File: src/rtl/cpu_run_ctrl_pkg.sv
// Shared types for the mips run controller: FSM states, run status codes
// and the 97-bit commit-trace entry.
package cpu_tb_pkg;

  typedef enum logic [2:0] {
    IDLE,
    RST,
    RUN,
    DRAIN,
    DONE
  } state_e;

  typedef enum logic [1:0] {
    ST_NONE    = 2'b00,
    ST_HALT    = 2'b01,
    ST_TIMEOUT = 2'b10,
    ST_LOSS    = 2'b11
  } status_e;

  localparam logic TK_GRF = 1'b0;
  localparam logic TK_DM  = 1'b1;

  typedef struct packed {
    logic        kind;
    logic [31:0] pc;
    logic [31:0] addr;
    logic [31:0] data;
  } trace_t;

  localparam int TRACE_W = $bits(trace_t);

endpackage

File: src/rtl/cpu_run_ctrl_if.sv
// Bench-facing bundle of the run controller: core commit stream, run
// control/status and the trace drain port.
interface cpu_run_ctrl_if #(parameter int CNT_W = 32);
  logic             start;
  logic [31:0]      pc;
  logic [31:0]      instr;
  logic             grf_we;
  logic [4:0]       grf_addr;
  logic [31:0]      grf_data;
  logic             dm_we;
  logic [31:0]      dm_addr;
  logic [31:0]      dm_data;
  logic             core_reset;
  logic             running;
  logic             done;
  logic [1:0]       status;
  logic [CNT_W-1:0] cycle_cnt;
  logic             tr_valid;
  logic             tr_ready;
  logic             tr_kind;
  logic [31:0]      tr_pc;
  logic [31:0]      tr_addr;
  logic [31:0]      tr_data;

  modport master (
    output start, pc, instr, grf_we, grf_addr, grf_data, dm_we, dm_addr, dm_data, tr_ready,
    input  core_reset, running, done, status, cycle_cnt, tr_valid, tr_kind, tr_pc, tr_addr, tr_data
  );

  modport slave (
    input  start, pc, instr, grf_we, grf_addr, grf_data, dm_we, dm_addr, dm_data, tr_ready,
    output core_reset, running, done, status, cycle_cnt, tr_valid, tr_kind, tr_pc, tr_addr, tr_data
  );
endinterface

File: src/rtl/cpu_run_ctrl_trace_fifo.sv
// First-word-fall-through FIFO for commit-trace entries. A push into a full
// FIFO is taken only when a pop frees a slot in the same cycle.
module trace_fifo #(
  parameter int DEPTH = 16,
  parameter int W     = 97
) (
  input  logic         clk,
  input  logic         rst_n,
  input  logic         i_clr,
  input  logic         i_push,
  input  logic [W-1:0] i_data,
  input  logic         i_pop,
  output logic [W-1:0] o_data,
  output logic         o_full,
  output logic         o_empty
);
  localparam int AW = $clog2(DEPTH);
  localparam logic [AW:0] PTR_ONE = 1;

  logic [AW:0]  r_wp, r_rp;
  logic [W-1:0] r_mem [DEPTH];
  logic         w_do_push, w_do_pop;

  assign o_empty   = (r_wp == r_rp);
  assign o_full    = (r_wp[AW] != r_rp[AW]) && (r_wp[AW-1:0] == r_rp[AW-1:0]);
  assign w_do_pop  = i_pop && !o_empty;
  assign w_do_push = i_push && (!o_full || w_do_pop);

  // NOTE: sequential state uses <= so every flop samples pre-edge values regardless of statement order.
  always_ff @(posedge clk or negedge rst_n) begin
    if (!rst_n) begin
      r_wp <= '0;
      r_rp <= '0;
    end else if (i_clr) begin
      r_wp <= '0;
      r_rp <= '0;
    end else begin
      if (w_do_push) r_wp <= r_wp + PTR_ONE;
      if (w_do_pop)  r_rp <= r_rp + PTR_ONE;
    end
  end

  // NOTE: storage is not reset; the pointers alone define which slots hold valid data.
  always_ff @(posedge clk) begin
    if (w_do_push) r_mem[r_wp[AW-1:0]] <= i_data;
  end

  assign o_data = r_mem[r_rp[AW-1:0]];

endmodule

File: src/rtl/cpu_run_ctrl.sv
// Run controller for the single-cycle mips core: sequences core reset,
// counts RUN cycles, ends on halt or timeout and captures GRF/DM writes.
module cpu_run_ctrl
  import cpu_tb_pkg::*;
#(
  parameter int          DEPTH      = 16,
  parameter int          CNT_W      = 32,
  parameter int          RST_CYCLES = 2,
  parameter int          MAX_CYCLES = 10000,
  parameter logic [31:0] HALT_INSTR = 32'h1000ffff
) (
  input  logic           clk,
  input  logic           reset,
  cpu_run_ctrl_if.slave  bus
);
  localparam int               RC_W     = (RST_CYCLES > 1) ? $clog2(RST_CYCLES) : 1;
  localparam logic [RC_W-1:0]  RC_LAST  = RC_W'(RST_CYCLES - 1);
  localparam logic [CNT_W-1:0] CNT_LAST = CNT_W'(MAX_CYCLES - 1);

  state_e           r_state, w_state_nx;
  logic [RC_W-1:0]  r_rst_cnt;
  logic [CNT_W-1:0] r_cycle_cnt;
  status_e          r_status, w_exit_code;
  logic             w_clear, w_cap_en, w_exit;
  logic             w_core_reset, w_running, w_done;
  logic             w_grf_ev, w_dm_ev, w_push_req, w_pop, w_loss;
  logic             w_full, w_empty;
  trace_t           w_push_entry, w_head;

  always_ff @(posedge clk or negedge reset) begin
    if (!reset) r_state <= IDLE;
    else        r_state <= w_state_nx;
  end

  // NOTE: every output of this block gets a default first, so no path leaves one unassigned and infers a latch.
  always_comb begin
    w_state_nx   = r_state;
    w_core_reset = 1'b1;
    w_running    = 1'b0;
    w_done       = 1'b0;
    w_clear      = 1'b0;
    w_cap_en     = 1'b0;
    w_exit       = 1'b0;
    w_exit_code  = ST_NONE;
    case (r_state)
      IDLE: begin
        if (bus.start) begin
          w_state_nx = RST;
          w_clear    = 1'b1;
        end
      end
      RST: begin
        if (r_rst_cnt == RC_LAST) w_state_nx = RUN;
      end
      RUN: begin
        w_core_reset = 1'b0;
        w_running    = 1'b1;
        w_cap_en     = 1'b1;
        if (bus.instr == HALT_INSTR) begin
          w_state_nx  = DRAIN;
          w_exit      = 1'b1;
          w_exit_code = ST_HALT;
        end else if (r_cycle_cnt == CNT_LAST) begin
          w_state_nx  = DRAIN;
          w_exit      = 1'b1;
          w_exit_code = ST_TIMEOUT;
        end
      end
      DRAIN: begin
        if (w_empty) w_state_nx = DONE;
      end
      DONE: begin
        w_done = 1'b1;
        if (bus.start) begin
          w_state_nx = RST;
          w_clear    = 1'b1;
        end
      end
      default: w_state_nx = IDLE;
    endcase
  end

  assign w_grf_ev   = bus.grf_we && (bus.grf_addr != 5'd0);
  assign w_dm_ev    = bus.dm_we;
  assign w_push_req = w_cap_en && (w_grf_ev || w_dm_ev);
  assign w_pop      = !w_empty && bus.tr_ready;
  // A simultaneous GRF+DM write keeps only the GRF event, which is itself a loss.
  assign w_loss     = w_cap_en && ((w_grf_ev && w_dm_ev) || (w_push_req && w_full && !w_pop));

  always_comb begin
    w_push_entry = '{kind: TK_DM, pc: bus.pc, addr: bus.dm_addr, data: bus.dm_data};
    if (w_grf_ev)
      w_push_entry = '{kind: TK_GRF, pc: bus.pc, addr: {27'd0, bus.grf_addr}, data: bus.grf_data};
  end

  always_ff @(posedge clk or negedge reset) begin
    if (!reset) begin
      r_rst_cnt   <= '0;
      r_cycle_cnt <= '0;
      r_status    <= ST_NONE;
    end else if (w_clear) begin
      r_rst_cnt   <= '0;
      r_cycle_cnt <= '0;
      r_status    <= ST_NONE;
    end else begin
      if (r_state == RST) r_rst_cnt <= r_rst_cnt + 1'b1;
      if (w_running)      r_cycle_cnt <= r_cycle_cnt + 1'b1;
      if (w_loss)                                r_status <= ST_LOSS;
      else if (w_exit && (r_status != ST_LOSS))  r_status <= w_exit_code;
    end
  end

  trace_fifo #(
    .DEPTH (DEPTH),
    .W     (TRACE_W)
  ) u_fifo (
    .clk     (clk),
    .rst_n   (reset),
    .i_clr   (w_clear),
    .i_push  (w_push_req),
    .i_data  (w_push_entry),
    .i_pop   (w_pop),
    .o_data  (w_head),
    .o_full  (w_full),
    .o_empty (w_empty)
  );

  assign bus.core_reset = w_core_reset;
  assign bus.running    = w_running;
  assign bus.done       = w_done;
  assign bus.status     = r_status;
  assign bus.cycle_cnt  = r_cycle_cnt;
  assign bus.tr_valid   = !w_empty;
  assign bus.tr_kind    = w_head.kind;
  assign bus.tr_pc      = w_head.pc;
  assign bus.tr_addr    = w_head.addr;
  assign bus.tr_data    = w_head.data;

endmodule

File: src/flat_wrapper.sv
// flat-port wrapper written by rule: the top's interface ports become plain ports
module cpu_run_ctrl_flat import cpu_tb_pkg::*;
#(
  parameter int          DEPTH      = 16,
  parameter int          CNT_W      = 32,
  parameter int          RST_CYCLES = 2,
  parameter int          MAX_CYCLES = 10000,
  parameter logic [31:0] HALT_INSTR = 32'h1000ffff
)
  (clk, reset, bus_start, bus_pc, bus_instr, bus_grf_we, bus_grf_addr, bus_grf_data, bus_dm_we, bus_dm_addr, bus_dm_data, bus_tr_ready, bus_core_reset, bus_running, bus_done, bus_status, bus_cycle_cnt, bus_tr_valid, bus_tr_kind, bus_tr_pc, bus_tr_addr, bus_tr_data);
  cpu_run_ctrl_if #(.CNT_W(CNT_W)) bus_i ();
  input  logic clk;
  input  logic reset;
  input wire logic [$bits(bus_i.start)-1:0] bus_start;
  input wire logic [$bits(bus_i.pc)-1:0] bus_pc;
  input wire logic [$bits(bus_i.instr)-1:0] bus_instr;
  input wire logic [$bits(bus_i.grf_we)-1:0] bus_grf_we;
  input wire logic [$bits(bus_i.grf_addr)-1:0] bus_grf_addr;
  input wire logic [$bits(bus_i.grf_data)-1:0] bus_grf_data;
  input wire logic [$bits(bus_i.dm_we)-1:0] bus_dm_we;
  input wire logic [$bits(bus_i.dm_addr)-1:0] bus_dm_addr;
  input wire logic [$bits(bus_i.dm_data)-1:0] bus_dm_data;
  input wire logic [$bits(bus_i.tr_ready)-1:0] bus_tr_ready;
  output wire logic [$bits(bus_i.core_reset)-1:0] bus_core_reset;
  output wire logic [$bits(bus_i.running)-1:0] bus_running;
  output wire logic [$bits(bus_i.done)-1:0] bus_done;
  output wire logic [$bits(bus_i.status)-1:0] bus_status;
  output wire logic [$bits(bus_i.cycle_cnt)-1:0] bus_cycle_cnt;
  output wire logic [$bits(bus_i.tr_valid)-1:0] bus_tr_valid;
  output wire logic [$bits(bus_i.tr_kind)-1:0] bus_tr_kind;
  output wire logic [$bits(bus_i.tr_pc)-1:0] bus_tr_pc;
  output wire logic [$bits(bus_i.tr_addr)-1:0] bus_tr_addr;
  output wire logic [$bits(bus_i.tr_data)-1:0] bus_tr_data;
  assign bus_i.start = bus_start;
  assign bus_i.pc = bus_pc;
  assign bus_i.instr = bus_instr;
  assign bus_i.grf_we = bus_grf_we;
  assign bus_i.grf_addr = bus_grf_addr;
  assign bus_i.grf_data = bus_grf_data;
  assign bus_i.dm_we = bus_dm_we;
  assign bus_i.dm_addr = bus_dm_addr;
  assign bus_i.dm_data = bus_dm_data;
  assign bus_i.tr_ready = bus_tr_ready;
  assign bus_core_reset = bus_i.core_reset;
  assign bus_running = bus_i.running;
  assign bus_done = bus_i.done;
  assign bus_status = bus_i.status;
  assign bus_cycle_cnt = bus_i.cycle_cnt;
  assign bus_tr_valid = bus_i.tr_valid;
  assign bus_tr_kind = bus_i.tr_kind;
  assign bus_tr_pc = bus_i.tr_pc;
  assign bus_tr_addr = bus_i.tr_addr;
  assign bus_tr_data = bus_i.tr_data;
  cpu_run_ctrl #(.DEPTH(DEPTH), .CNT_W(CNT_W), .RST_CYCLES(RST_CYCLES), .MAX_CYCLES(MAX_CYCLES), .HALT_INSTR(HALT_INSTR)) u_core (.clk(clk), .reset(reset), .bus(bus_i));
endmodule
File: config.mk
export PLATFORM = sky130hd
export DESIGN_NAME = cpu_run_ctrl_flat
export DESIGN_NICKNAME = d
export VERILOG_FILES = /design/src/rtl/cpu_run_ctrl_pkg.sv /design/src/rtl/cpu_run_ctrl_if.sv /design/src/rtl/cpu_run_ctrl_trace_fifo.sv /design/src/rtl/cpu_run_ctrl.sv /design/src/flat_wrapper.sv
export SDC_FILE = /design/constraint.sdc
export NUM_CORES = 1
export LEC_CHECK = 0
export BUFFER_PORTS_ARGS = -buffer_cell sky130_fd_sc_hd__clkbuf_2
export CAP_MARGIN = 20
export CELL_PAD_IN_SITES_DETAIL_PLACEMENT = 0
export CELL_PAD_IN_SITES_GLOBAL_PLACEMENT = 2
export CORE_ASPECT_RATIO = 1.2
export CORE_UTILIZATION = 49
export CTS_CLUSTER_DIAMETER = 200
export DETAILED_ROUTE_END_ITERATION = 10
export PLACE_DENSITY_LB_ADDON = 0.1
export SLEW_MARGIN = 20
export SYNTH_ARGS = -nofsm -noshare
export SYNTH_HDL_FRONTEND = slang
export SYNTH_SLANG_ARGS = --single-unit
File: constraint.sdc
create_clock -name clk -period 10.5 [get_ports clk]
set_input_delay 2.1 -clock clk [delete_from_list [all_inputs] [get_ports clk]]
set_output_delay 2.1 -clock clk [all_outputs]
set_load 0.02 [all_outputs]
After elaboration in Yosys (flattened, before gate mapping)
Memories as Yosys holds them, arrays and structs flattened.
Cells that the tools add are included.

word-level totals
  bits in registers = 48
  memory bits (writable) = 1552
  input bits = 171
  memories kept = 1

operators by class
  $add $sub $neg = 4
  eq/ne operators = 14
  muxes and demuxes = 31
  reduce and logical (&&, ||, !) cells = 26

memory list
  memory               words  bits a word  read ports  clocked after memory_dff  wr ports  RTL line                       source
  u_core.u_fifo.r_mem  16     97           1           0                         1         cpu_run_ctrl_trace_fifo.sv:21  logic [W-1:0] r_mem [DEPTH];

operator list
  cell                     count
  $mux W97                 1
  $mux W32                 2
  $add A32 B1 Y32 const B  1
  $eq A32 B14 Y1 const B   1
  $eq A32 B29 Y1 const B   1
  $mux W5                  4
  $mux W3                  5
  $mux W1                  12
  $mux W2                  6
  $pmux W3 S4              1
  $logic_and A1 B1 Y1      11
  $add A5 B1 Y5 const B    2
  $reduce_bool A2 Y1       4
  $eq A3 B2 Y1 const B     2
  $ne A2 B1 Y1 const B     3
  $eq A5 B5 Y1             1
  $reduce_bool A5 Y1       1
  $eq A4 B4 Y1             1
  $reduce_and A4 Y1        1
  $eq A3 B1 Y1 const B     1
  $eq A3 B3 Y1 const B     1
  $logic_not A1 Y1         3
  $logic_not A3 Y1         1
  $logic_or A1 B1 Y1       3
  6 further kinds          6

Depth between registers and ports, before layout
Gate-level depths: netlist of run 1.

  depth in word-level cells = 10
  depth in mapped cells = 8
  depth with buffers taken out = 6

Hierarchy
A second synthesis of run 1 with hierarchy kept.

unflattened totals
  cells, all modules = 2543
  area total of the unflattened synthesis = 61535.3 µm²

by module, submodules not included
  module        times used  cells an instance  area each (µm²)  seq. area each (µm²)
  trace_fifo    1           2230               58820.2          46854.9
  cpu_run_ctrl  1           313                2715.1           950.9

Worst setup path after synthesis of run 1
Ideal clock, no wire load.

  path type = input-to-reg
  start = input bus_grf_addr[3]
  end = memory u_core.u_fifo.r_mem[3][0] (enable)
  setup time = 0.671 ns
  arrival time = 9.500 ns
  required time = 9.829 ns
  slack = 0.328 ns
  cell stages on the path = 7
  path buffers = 2
  cell sequence = or4_1 > o21a_1 > clkbuf_1 > o221a_2 > buf_4 > nand2_1 > nor3_1

between the ends
  word-level cells in the longest chain between the ends = 7

ends and longest elaborated chain
  what                           RTL line                       source
  start: declaration             flat_wrapper.sv:18             input wire logic [$bits(bus_i.grf_addr)-1:0] bus_grf_addr;
  $reduce_bool A5 Y1             cpu_run_ctrl.sv:83             assign w_grf_ev = bus.grf_we && (bus.grf_addr != 5'd0);
  $logic_and A1 B1 Y1            cpu_run_ctrl.sv:83
  $logic_or A1 B1 Y1             cpu_run_ctrl.sv:85             assign w_push_req = w_cap_en && (w_grf_ev || w_dm_ev);
  $logic_and A1 B1 Y1            cpu_run_ctrl.sv:85
  $logic_and A1 B1 Y1            cpu_run_ctrl_trace_fifo.sv:27  assign w_do_push = i_push && (!o_full || w_do_pop);
  $mux W1                        cpu_run_ctrl_trace_fifo.sv:45  if (w_do_push) r_mem[r_wp[AW-1:0]] <= i_data;
  $mux W1 (implied by the code)  cpu_run_ctrl_trace_fifo.sv:45
  end: declaration               cpu_run_ctrl_trace_fifo.sv:21

Every way passes these cells.

Worst setup path in the final report of run 1
  start = register u_core.u_fifo.r_rp[0]
  end = output bus_tr_data[14]

between the ends
  word-level cells in the longest chain between the ends = 1

ends and longest elaborated chain
  what                      RTL line                       source
  start: declaration        cpu_run_ctrl_trace_fifo.sv:20  logic [AW:0] r_wp, r_rp;
  start signal: assignment  cpu_run_ctrl_trace_fifo.sv:39  if (w_do_pop) r_rp <= r_rp + PTR_ONE;
  $mem_v2 Z16 W97           --
  end: declaration          flat_wrapper.sv:33             output wire logic [$bits(bus_i.tr_data)-1:0] bus_tr_data;

Every way passes these cells.

==> metrics.md, run 1 <==
| Metric | Value |
|---|---|
| Status | finished, final reports clean |
| Vias post-DR | ~28000 |
| Max-slew headroom | about 21% |
| Starting Density | between 40 and 50% |
| Setup TNS | 0 ns |
| Max_cap viols | 0 |
| Period utilisation layout | between 50% and 60% |
| Unrepaired setup endpoints after global routing | false |
| H-tree levels | 4 |
| Synth Area in Compound Gates | less than 1% |
| Die ar. | about 130000 um2 |
| Post-synthesis adder-cell area fraction | 0.122% |
| Post-CTS Setup Bufs | 0 |
| Count of mapped cells out of synthesis | 2619 |
| Netlist cell types | 47 |
| Buffers on Ports | slightly above 300 |
| DR WL/cell | about 30 um |
| Sink count of the clock tree | 1600 |
| Final hold violation count | 0 |
| Initial DRC Count | ~2600 |
| Syn Area/Cell | around 23 um2 |
| Hold Crit Class | reg2reg |
| Synth area leaders | edfxtp_1 (76%), mux4_2 (18%), dfrtp_1 (2.0%) |
| DRC | 0 |
| EDFF count, synth | about 1600 |
| Root buf cell | clkbuf_16 |
| Final Setup Violations | 0 |
| Cell taking the most area after synthesis | edfxtp_1 |
| Main flop type after synthesis | edfxtp_1 |
| Nets@finish | 3181 |
| CTS Hold Bufs | 0 |
| CP required | ~8.4 ns |
| Pwr Total | 0.0171 W |
| Worst path slowest cell | buf_4 |
| Routed vias/inst | between 5 and 6 |
| Largest net degree at the start of global routing | roughly 170 |
| Total track usage | a little under a quarter |
| Met2 Resource Use GR | about 38% |
| Top cell type's share of synthesized area | between 70% and 80% |
| Yosys warning total | 0 |
| Clock period minus worst slack | about 6.2 ns |
| Sw frac | about 28% |
| Endpoint class of the critical path | primary output |
| Gate power share | around a quarter |
| Largest family of logic cells by synthesized area | multiplexers |
| Mux cell area share after synthesis | approximately 18% |
| Kind of critical path | reg2out |
| Internal power | ~0.012 W |
| Routability Congestion | 0.758 |
| CTS tree | yes |
| Post-Route WL | 143 mm |
| Initial antenna violation count | 6 |
| Clock slew at reported path FFs | around 0.060 ns |
| Core box area | roughly 120000 um2 |
| TritonCTS Buffers | 156 |
| HPWL after detailed placement | 74.4 mm |
| Synth Register Bits | between 1500 and 2000 |
| PwrDens | 244 nW/um2 |
| Leakage dissipation | ~22 nW |
| Sequential group share of total power | a little over two fifths |
| CP max stage delay | roughly 0.65 ns |
| Area growth syn-to-layout | 14.2% |
| Synth Area in Simple Gates | under 10% |
| Actual slew at the worst max-slew pin | 1.18 ns |
| Setup crit start kind | register |
| Max Root-Sink Buffers | 3 |
| Critical path peak fanout | 36 |
| Vias in the first global route | about 30000 |
| Async set-reset flop share out of synthesis | 3.00% |
| Crit-path cells | buf_4, buf_4, mux4_2, mux4_2, clkbuf_2 |
| Layout cells sized above 1 | a little over a third |
| I/O pin cnt | 306 |
| P_sw | about 0.0048 W |
| First-pass GRT wire length | about 210 mm |
| Mapped cell area | about 61000 um2 |
| Total gr overflow | 0 |
| Post-CTS Resized | 0 |
| Met3 GRT Util | under 10% |
| Skew final | about 0.024 ns |
| Row count | 142 |
| TritonRoute pass-1 iters | 5 |
| ANT nets after route | 0 |
| Crit path DAT | slightly above 4 ns |
| M1 GR Usage | a little under a third |
| Global routing's busiest layer | met2 |
| Synth Area in XOR/XNOR | less than 1% |
| Clk pwr share | 31.6% |
| Max Slew Vio Count | 0 |
| Clock latency on the worst-skew pair | slightly below 0.8 ns |
| Kind of cell adding the most delay to the critical path | buffers and inverters |
| Worst VDD drop | 0.000214 V |
| Final hold slack | between 0.5 and 0.6 ns |
| Die width | around 330 um |
| Die span in y | 390 um |
| Net Count, Synth | 2796 |
| CP Buf/Inv Count | 3 |
| Peak Freq | 0.161 GHz |
| Register area share after synthesis | between 70% and 80% |
cell usage after synthesis (2+ instances only):
cell      count
clkbuf_1     62
o31ai_1       2
xnor2_1      18
and2_1       29
buf_6         2
a21o_1        2
nor3_1       12
ha_1          6
or4_1         4
nand2b_1      2
mux4_2      485
nand3_1      11
nand2_1     140
or3b_1        2
and3_1        6
mux2i_1       2
xor2_1       16
nor2_1       45
buf_2        56
inv_1        15
edfxtp_1   1552
o32ai_1       2
nand4_1      17
nor4_1       14
a31o_2        2
or3_1         4
a21oi_1      16
buf_1        15
o21ai_0      12
and4_1        4
dfrtp_1      48
sequential cells by signal, summed over array words and instances (netlist names):
| register | cells |
|---|---|
| u_core.bus.cycle_cnt | 32 |
| u_core.bus.status | 2 |
| u_core.r_rst_cnt | 1 |
| u_core.r_state | 3 |
| u_core.u_fifo.r_mem | 1552 |
| u_core.u_fifo.r_rp | 5 |
| u_core.u_fifo.r_wp | 5 |
stage by stage:
step | std cells | utilization [%] | setup WS [ns] | instance area [um2]
finish | 4785 | 56.3 | 4.29 | 70200
global placement | 4494 | 52.1 | 4.46 | 65000
detailed placement | 4502 | 52.3 | 4.48 | 65300
CTS | 4783 | 56.3 | 4.07 | 70200
global route | 4783 | 56.3 | 3.98 | 70200
floorplan | 2619 | - | 0.328 | 61500
cells by family (layout without fill, tap and decap cells):
logic type               count (synthesis)  count (layout)
AO/OA/AOI/OAI                           42              42
XOR/XNOR                                34              34
adder cells (fa/ha/maj)                  6               6
buffers and inverters                  151             659
flip-flops                            1600            1600
multiplexers                           487             487
other                                    0               2
AND/OR/NAND/NOR                        299             299
cells in the final DEF (no fill, tap or decap), types with 6 or more instances in the layout:
cell type / netlist / routed
a21oi_1: 16 / 16
and2_1: 29 / 28
and3_1: 6 / 6
buf_12: 0 / 7
buf_16: 0 / 6
buf_4: 1 / 41
bufinv_16: 0 / 11
clkbuf_1: 62 / 28
clkbuf_16: 0 / 163
clkbuf_2: 0 / 305
clkinv_1: 0 / 39
clkinv_2: 0 / 25
clkinvlp_4: 0 / 8
dfrtp_1: 48 / 44
edfxtp_1: 1552 / 1552
ha_1: 6 / 6
inv_1: 15 / 13
inv_6: 0 / 8
mux4_2: 485 / 485
nand2_1: 140 / 140
nand3_1: 11 / 11
nand4_1: 17 / 17
nor2_1: 45 / 34
nor2_4: 0 / 11
nor3_1: 12 / 8
nor4_1: 14 / 14
o21ai_0: 12 / 12
xnor2_1: 18 / 18
xor2_1: 16 / 16
per-layer routing:
| metal | routed length, um | share of wire (%) |
|---|---|---|
| met1 | 59400 | 42 |
| met2 | 72200 | 51 |
| met3 | 8420 | 5.9 |
| met4 | 2870 | 2.0 |
| met5 | 52 | 0.036 |
cell type report:
cell class / count / area [um2]
clock buffers: 191 / 4180
inverters: 15 / 62.6
multi-input cells: 868 / 13100
clock inverters: 90 / 727
well taps: 1656 / 2070
repair buffers: 363 / 2180
diodes: 2 / 5.00
flip-flops and latches: 1600 / 47800
fillers: 9236 / 54600
power groups by stage:
stage          combinational (W)  clock, W  sequential [W]
2_1_floorplan            0.00314         0         0.00747
5_1_grt                  0.00458   0.00575         0.00742
4_1_cts                  0.00442   0.00552         0.00740
3_5_place_dp             0.00440         0         0.00754
3_3_place_gp             0.00437         0         0.00753
6_report                 0.00429   0.00540         0.00740
final timing paths:
path / startpoint / end / slack, ns / cells after the start
worst max-delay path: u_core.u_fifo.r_rp[0] / bus_tr_data[14] / 4.29 / 5
worst min-delay path: u_core.u_fifo.r_wp[4] / u_core.u_fifo.r_wp[4] / 0.50 / 1
worst max register to register: u_core.u_fifo.r_rp[0] / u_core.u_fifo.r_mem[11][52] / 5.39 / 8
worst min register to register: u_core.u_fifo.r_wp[4] / u_core.u_fifo.r_wp[4] / 0.50 / 1
max in group asynchronous: reset / u_core.u_fifo.r_rp[0] / 8.32 / 2
min in group asynchronous: reset / u_core.bus.cycle_cnt[21] / 1.33 / 1
(Power assumes the default switching activity.)
==> run 2, diff against run 1 <==
- clock period: 10.5 -> 6.3 ns (I/O delays scaled with it)
==> run 2 against run 1 <==
- count of clock-buffer cells in the layout up 14
- non-clock buffer count is 3 lower
- cell area hardly changed
- flip-flop and latch count is the same
- clock power grew 69%
- wire length decreased by 1.6%
- sequential share of layout area about the same
- highest routed layer unchanged
==> metrics.md, run 2 (same netlist as run 1, synthesis figures left out) <==
| Metric | Value |
|---|---|
| Status | finished, final reports clean |
| Hold path start | u_core.u_fifo.r_wp[4] |
| Post-CTS Resized | 0 (unchanged) |
| Endpoint class of the critical path | primary output |
| TritonCTS Buffers | 158 (+1.3%) |
| TritonRoute pass-1 iters | 7 (+2) |
| PwrDens | 407 nW/um2 (+67%) |
| Buffers on Ports | 305 (unchanged) |
| Hold Crit Class | reg2reg |
| Starting Density | 49.3% (unchanged) |
| # diodes | 0 (-2) |
| CTS Hold Bufs | 0 (unchanged) |
| Initial DRC Count | 2333 (-10%) |
| DP Worst Slack | 1.53 ns (-2.96 ns) |
| Die width | 325 um (unchanged) |
| Final hold slack | 0.522 ns (+0.0194 ns) |
| Most frequent cells in the layout | edfxtp_1 (1552), mux4_2 (485), clkbuf_2 (305) |
| Max Root-Sink Buffers | 3 (unchanged) |
| Routed vias/inst | 5.92 (-0.50%) |
| R2R depth | 7 (-1) |
| Vias in the first global route | 30400 (+1.3%) |
| Critical path peak fanout | 53 (+47%) |
| CP required | 5.04 ns (-3.36 ns) |
| Final Setup Violations | 0 (unchanged) |
| Max Slew Vio Count | 0 (unchanged) |
| Worst VDD drop | 0.000287 V (+34%) |
| Leakage dissipation | 22.4 nW (about the same) |
| DR WL/cell | 29.4 um (-1.7%) |
| Hold EP | u_core.u_fifo.r_wp[4] |
| HPWL after detailed placement | 71.2 mm (-4.3%) |
| Max-slew headroom | 29.3% (+7.9 points) |
| Worst setup slack after layout | 0.969 ns (-3.32 ns) |
| Commonest non-fill, non-tap cell in the layout | edfxtp_1 |
| Die span in y | 390 um (unchanged) |
| Worst reg2reg path endpoint | u_core.u_fifo.r_mem[7][32] |
| H-tree levels | 4 (unchanged) |
| CTS tree | yes |
| Vias post-DR | 28300 (-0.42%) |
| Post-Route WL | 141 mm (-1.6%) |
| Max_cap viols | 0 (unchanged) |
| Setup crit start kind | register |
| Placed instance count | 4499 (-0.067%) |
| Root buf cell | clkbuf_16 |
| Setup TNS | 0 ns (unchanged) |
| Max FFs per register | 1552 (unchanged) |
| Area of the multi-input gates | 13100 um2 (+0.18%) |
| Total gr overflow | 0 (unchanged) |
| Worst r2r src | u_core.r_state[0] |
| Peak Freq | 0.188 GHz |
| ANT nets after route | 0 (unchanged) |
| Crit path DAT | 4.07 ns (-0.04 ns) |
| Worst Hold Depth | 1 (unchanged) |
| Clock slew at reported path FFs | 0.06 ns (about the same) |
| First-pass GRT wire length | 206 mm (-1.6%) |
| R2r setup slk | 1.94 ns (-3.45 ns) |
| Row count | 142 (unchanged) |
| I/O pin cnt | 306 (unchanged) |
| Actual slew at the worst max-slew pin | 1.06 ns (-0.120 ns) |
| Layout cells sized above 1 | 34.9% (-0.035 points) |
| Post-CTS Setup Bufs | 0 (unchanged) |
| Routability Congestion | 0.762 (+0.57%) |
| Die ar. | 127000 um2 (unchanged) |
| Area growth syn-to-layout | 14.2% (about the same) |
| Largest net degree at the start of global routing | 157 (-6.5%) |
| Skew final | 0.0217 ns (-0.00199 ns) |
| Layout Cells excl Fill | 4789 (+0.084%) |
| Period utilisation layout | between 80% and 90% |
| Initial antenna violation count | 8 (+2) |
| Sink count of the clock tree | 1600 (unchanged) |
| Kind of critical path | reg2out |
| Total track usage | 22.7% (-0.35 points) |
| Util after Layout | 56.3% (about the same) |
| Clock latency on the worst-skew pair | 0.78 ns (about the same) |
| DRC | 0 (unchanged) |
| Filler instances | 9315 (+0.86%) |
| Final hold violation count | 0 (unchanged) |
| Nets@finish | 3180 (-0.031%) |
| Clock period minus worst slack | ~5.3 ns |
| Sequential Area | 47800 um2 (unchanged) |
| Core box area | 125000 um2 (unchanged) |
| Unrepaired setup endpoints after global routing | false |
==> run 2: cell count changes in the layout (fill, tap and decap cells not counted), sizes merged <==
cell / previous run / this run
clkinv: 65 / 64
diode: 2 / 0
bufinv: 11 / 10
clkinvlp: 8 / 5
clkbuf: 496 / 510
buf: 58 / 55
==> run 2: worst max-delay path by stage <==
stage	start	end	slack, ns	cells past startpoint
detailed placement	bus_grf_addr[2]	u_core.u_fifo.r_mem[7][30]	1.53	8
finish	u_core.u_fifo.r_rp[1]	bus_tr_addr[8]	0.97	5
CTS	u_core.u_fifo.r_rp[1]	bus_tr_addr[2]	0.91	5
floorplan	bus_grf_addr[3]	u_core.u_fifo.r_mem[10][0]	-0.42	7
global route	u_core.u_fifo.r_rp[1]	bus_tr_addr[2]	0.83	5
global placement	bus_grf_addr[3]	u_core.u_fifo.r_mem[7][33]	1.58	8
==> run 2: per-layer routing <==
layer | track usage, % | wire [um]
met5 | 0 | 64
met4 | 5.69 | 2780
met3 | 4.44 | 6840
met2 | 38.3 | 72200
met1 | 30.5 | 58900
==> run 2: critical path, stage by stage (launching register included) <==
cell and delay (ns):
dfrtp_4 0.68, buf_4 0.67, buf_4 0.75, mux4_2 0.41, mux4_2 0.54, clkbuf_2 0.19
==> run 2: final cells by class <==
class	instances	area share, %
repair buffers	360	2.98
well taps	1656	2.95
clock inverters	85	0.957
inverters	15	0.0892
clock buffers	205	6.15
multi-input cells	868	18.7
flip-flops and latches	1600	68.1
==> run 2: metrics by stage <==
stage	area (um2)	total power [W]
finish	70200	0.0285
global route	70200	0.0296
CTS	70200	0.0289
detailed placement	65200	0.0198
global placement	65200	0.0197
floorplan	61500	0.0176
==> run 2: power breakdown <==
part | internal, W | switching, W | leakage (nW) | total (W)
sequential | 0.0121 | 0.000256 | 14.7 | 0.0123
combinational | 0.00328 | 0.00381 | 5.32 | 0.00709
clock | 0.00523 | 0.00388 | 2.44 | 0.00911
